**config.mk**
```make
export PLATFORM = sky130hd
export DESIGN_NAME = sobel_filter
export DESIGN_NICKNAME = d
export VERILOG_FILES = /design/src/rtl/sobel_filter.sv
export SDC_FILE = /design/constraint.sdc
export NUM_CORES = 2
export LEC_CHECK = 0
export ABC_AREA = 1
export CORE_ASPECT_RATIO = 1.25
export CORE_MARGIN = 2
export CORE_UTILIZATION = 35
export CTS_CLUSTER_DIAMETER = 120
export CTS_CLUSTER_SIZE = 8
export DETAILED_ROUTE_END_ITERATION = 8
export PLACE_DENSITY = 0.59
export SKIP_CTS_REPAIR_TIMING = 1
export SLEW_MARGIN = 20
export SYNTH_ARGS = -nofsm -noshare
export SYNTH_HDL_FRONTEND = slang
export SYNTH_SLANG_ARGS = --single-unit
```
**constraint.sdc**
```tcl
create_clock -name clk -period 11.1 [get_ports clk]
set_clock_uncertainty 0.2 [all_clocks]
set_input_delay 1.665 -clock clk [delete_from_list [all_inputs] [get_ports clk]]
set_output_delay 1.665 -clock clk [all_outputs]
set_load 0.005 [all_outputs]
```
**src/rtl/sobel_filter.sv**
```systemverilog
// Sobel edge magnitude (|Gx|+|Gy|, saturated to 8 bits) over a raster pixel stream.
// Latency: result for the window completed by pixel n is registered on the edge accepting pixel n+1.
// Backpressure: none; one pixel is accepted on every rising edge while out of reset.
module sobel_filter #(
    parameter int IMG_WIDTH  = 128,
    parameter int IMG_HEIGHT = 128
) (
    input  logic       clk,
    input  logic       rst,
    input  logic [7:0] pixel_data,
    output logic [7:0] edge_pixel,
    output logic       edge_valid
);

    localparam int AW   = $clog2(IMG_WIDTH);
    localparam int FULL = 2 * IMG_WIDTH + 2;
    localparam int CW   = $clog2(FULL + 1);

    generate
        if (IMG_WIDTH < 4 || IMG_WIDTH > 1024 || IMG_HEIGHT < 1) begin : g_bad_param
            $error("sobel_filter: IMG_WIDTH must be 4..1024 and IMG_HEIGHT positive");
        end
    endgenerate

    // Line memories are never cleared; the fill counter keeps stale data off the output.
    logic [7:0]    line1 [IMG_WIDTH];
    logic [7:0]    line2 [IMG_WIDTH];
    logic [AW-1:0] wr_ptr;
    logic [7:0]    tap1;
    logic [7:0]    tap2;

    assign tap1 = line1[wr_ptr];
    assign tap2 = line2[wr_ptr];

    always_ff @(posedge clk) begin
        line1[wr_ptr] <= pixel_data;
        line2[wr_ptr] <= tap1;
    end

    always_ff @(posedge clk or negedge rst) begin
        if (!rst) begin
            wr_ptr <= '0;
        end else if (wr_ptr == AW'(IMG_WIDTH - 1)) begin
            wr_ptr <= '0;
        end else begin
            wr_ptr <= wr_ptr + 1'b1;
        end
    end

    // win[r][c]: r=0 oldest line, c=0 oldest column
    logic [7:0] win [3][3];

    always_ff @(posedge clk or negedge rst) begin
        if (!rst) begin
            for (int r = 0; r < 3; r++) begin
                for (int c = 0; c < 3; c++) begin
                    win[r][c] <= '0;
                end
            end
        end else begin
            for (int r = 0; r < 3; r++) begin
                win[r][0] <= win[r][1];
                win[r][1] <= win[r][2];
            end
            win[2][2] <= pixel_data;
            win[1][2] <= tap1;
            win[0][2] <= tap2;
        end
    end

    // Counter stops at FULL, so win_full stays high for arbitrarily long streams.
    logic [CW-1:0] pix_cnt;
    logic          win_full;

    always_ff @(posedge clk or negedge rst) begin
        if (!rst) begin
            pix_cnt  <= '0;
            win_full <= 1'b0;
        end else begin
            if (pix_cnt != CW'(FULL)) begin
                pix_cnt <= pix_cnt + 1'b1;
            end
            win_full <= (pix_cnt == CW'(FULL));
        end
    end

    function automatic logic signed [11:0] ext(input logic [7:0] p);
        return $signed({4'b0000, p});
    endfunction

    logic signed [11:0] gx;
    logic signed [11:0] gy;
    logic        [11:0] abs_gx;
    logic        [11:0] abs_gy;
    logic        [11:0] mag;
    logic        [7:0]  mag_sat;

    always_comb begin
        gx = (ext(win[0][2]) + (ext(win[1][2]) <<< 1) + ext(win[2][2]))
           - (ext(win[0][0]) + (ext(win[1][0]) <<< 1) + ext(win[2][0]));
        gy = (ext(win[2][0]) + (ext(win[2][1]) <<< 1) + ext(win[2][2]))
           - (ext(win[0][0]) + (ext(win[0][1]) <<< 1) + ext(win[0][2]));
        abs_gx  = gx[11] ? 12'(-gx) : 12'(gx);
        abs_gy  = gy[11] ? 12'(-gy) : 12'(gy);
        mag     = abs_gx + abs_gy;
        mag_sat = (mag > 12'd255) ? 8'hFF : mag[7:0];
    end

    always_ff @(posedge clk or negedge rst) begin
        if (!rst) begin
            edge_pixel <= '0;
            edge_valid <= 1'b0;
        end else begin
            edge_valid <= win_full;
            edge_pixel <= win_full ? mag_sat : 8'h00;
        end
    end

endmodule

```
==> impl_metrics.json <==
{
  "ff2ff_path_depth": 16,
  "clk_path_buf_depth": 4,
  "syn_inst": 8823,
  "overflow": 0,
  "drc": 0,
  "hpwl_um": 152000,
  "antenna_found_initial": 10,
  "whs_endpoint": "win[41]",
  "setup_viol": 0,
  "start_util_pct": 35.23,
  "p_int_mw": 14.20,
  "ys_types": 41,
  "grt_pass1_wl_um": 399200,
  "seq_power_share_pct": 48.8,
  "yosys.area.top_type": "edfxtp_1",
  "worstReg2RegEnd": "line2[110][6]",
  "synth_seq_cells": 2146,
  "fmax_mhz": 156.6,
  "clkTransAtPathRegs_ps": 60,
  "leakage_nw": 41.84,
  "numCtsBuffers": 311,
  "final_cell_mix": "nand2_1 (5129), edfxtp_1 (2048), clkbuf_16 (318)",
  "worst_slew_pin_slew_ps": 1112,
  "dr.pass1.iters": 7,
  "synth-edff-count": 2048,
  "place_inst": 12123,
  "synth_top_area_share_pct": 66.63,
  "cts_tree": "done",
  "arrival_ps": 6690,
  "period_needed_ps": 6385,
  "fin_setup_tns_ps": 0,
  "drtIter0Drc": 6193,
  "r2r-start": "wr_ptr[0]",
  "crit_required_ps": 11410,
  "layout.nets": 9052,
  "clkPwrFrac_pct": 46.4,
  "worstPathMaxFanout": 215,
  "worstHoldStart": "win[33]",
  "hold_depth": 0,
  "ir_drop_v": 0.0001020,
  "drive_gt1_share_pct": 6.647,
  "maxSlewViolCount": 0,
  "area_delta_synth_final_pct": 13.26,
  "grt_pass1_vias": 60531,
  "hold_class": "flip-flop to flip-flop",
  "final_cell_area_mm2": 0.1045,
  "ys.flop_type": "edfxtp_1",
  "p_sw_mw": 3.889,
  "die_y_um": 578.1,
  "p_per_area_mw_per_mm2": 173.0,
  "postRouteAntennaNets": 0,
  "async_flop_share_pct": 4.567,
  "slew_headroom_pct": 25.88,
  "grt_usage_pct": 19.78,
  "n_fill_cell": 24869,
  "whs_ps": 139.1,
  "power_frac_comb_pct": 4.8,
  "synthTopCellsByArea": "edfxtp_1 (67%), nand2_1 (21%), dfrtp_1 (2.7%)",
  "placedInstanceArea_mm2": 0.09616,
  "fin_cells": 12498,
  "status": "finished, final reports clean",
  "ios": 19,
  "die-width_um": 463.3,
  "drv_cap": 0,
  "core_area_mm2": 0.2620,
  "vias": 62724,
  "wl_um": 271000,
  "cts_root_buffer": "clkbuf_16",
  "wl_per_cell_um": 21.68,
  "layout_commonest_cell": "nand2_1",
  "viasPerCell": 5.019,
  "power_switching_share_pct": 21.50,
  "syn-num-nets": 8936,
  "io_buffers": 18,
  "grt_start_max_net_pins": 216,
  "ys_warn_count": 0,
  "cts.sinks": 2146,
  "num_rows": 210,
  "rrSetupSlack_ps": 4720,
  "syn_area_mm2": 0.09230,
  "yosysSeqAreaShare_pct": 69.29,
  "rsz0062_at_grt": "false",
  "place.gp.congestion": 0.8846,
  "fin_crit_sh_pct": 57.52,
  "die_area_mm2": 0.2679,
  "crit_type": "flip-flop to flip-flop",
  "cts.htree.levels": 5,
  "clk_latency_ps": 860,
  "critPathLaunchType": "flip-flop",
  "cp-end-kind": "flip-flop",
  "hold_violations": 0,
  "syn_avg_cell_area_um2": 10.46
}
## logic make-up after synthesis
kind of cell	share of synthesized area [%]
xor gates and xnor gates	0.2942
AOI/OAI and AO/OA	2.187
DFF	69.29
and+or+nand+nor	22.73
adders and majority gates	1.909
buffers and inverters	3.591
## worst max-delay path: stages (launching register included)
cell and delay, ps:
dfrtp_4 710, inv_16 550, buf_4 710, buf_4 720, nand2_1 110, nand2_1 100
nand2_1 50, nand2_1 100, nand2_1 60, nand2_1 90, nand2_1 150, nand2_1 200
nor2_1 70, nor2_1 320, nor2_1 150, nand2_4 600, buf_4 790
## worst max-delay path by stage
stage                         end  slack, ps  cells past startpoint      start
finish              line2[110][6]       4720                     16  wr_ptr[0]
global route         line2[15][3]       4420                     16  wr_ptr[0]
CTS                 line2[122][6]       4780                     16  wr_ptr[0]
detailed placement  line2[107][6]       4820                     16  wr_ptr[0]
global placement    line2[104][6]       4860                     16  wr_ptr[0]
floorplan           edge_pixel[0]       6130                     26     win[0]
## power groups by stage
| stage | Clock [mW] | Sequential [mW] | Combinational (mW) |
|---|---|---|---|
| 6_report | 8.38 | 8.83 | 0.873 |
| 5_1_grt | 8.84 | 8.82 | 1.00 |
| 4_1_cts | 8.52 | 8.83 | 0.876 |
| 3_5_place_dp | 0 | 8.98 | 0.872 |
| 3_3_place_gp | 0 | 8.98 | 0.858 |
| 2_1_floorplan | 0 | 8.98 | 0.623 |
## final cells by class
cell class                      count  area (um2)  area share, %
Multi-Input combinational cell   6043       25110          24.02
Clock inverter                     15       241.5         0.2310
Inverter                          205       819.5         0.7839
Tap cell                         3498        4377          4.187
Antenna cell                        3       7.507       0.007181
Clock buffer                      356        8100          7.748
Sequential cell                  2146       63960          61.18
Timing Repair Buffer              232        1926          1.842
## flip-flops by register name, summed over array words and instances, names as in the netlist
register	flops
win	72
line1	1024
edge_valid	1
line2	1024
edge_pixel	8
pix_cnt	9
wr_ptr	7
win_full	1
## per-stage QoR
step                setup slack (ps)  power, mW  utilization, %
floorplan                       6134      9.601               -
global placement                4857      9.837           36.71
detailed placement              4818      9.851           36.71
CTS                             4781      18.22           39.89
global route                    4424      18.66           39.90
finish                          4715      18.09           39.91
## routing by layer
metal / up-vias / share of wire [%] / GRT usage (%)
li1: 28910 / - / -
met1: 30715 / 39 / 24.73
met2: 2517 / 48 / 33.44
met3: 580 / 7.4 / 3.131
met4: 2 / 5.3 / 9.645
met5: - / 0.0070 / 0
## synth_stat cells, types with 40 or more instances
library cell  instances
nand2_1            5137
edfxtp_1           2048
nor2_1              267
a21oi_1             260
buf_2               218
inv_1               193
o21ai_0             113
dfrtp_1              98
clkbuf_1             74
buf_6                67
fa_1                 63
nand4_1              45
buf_4                40
ha_1                 40
Power figures use the tool's default switching activity.
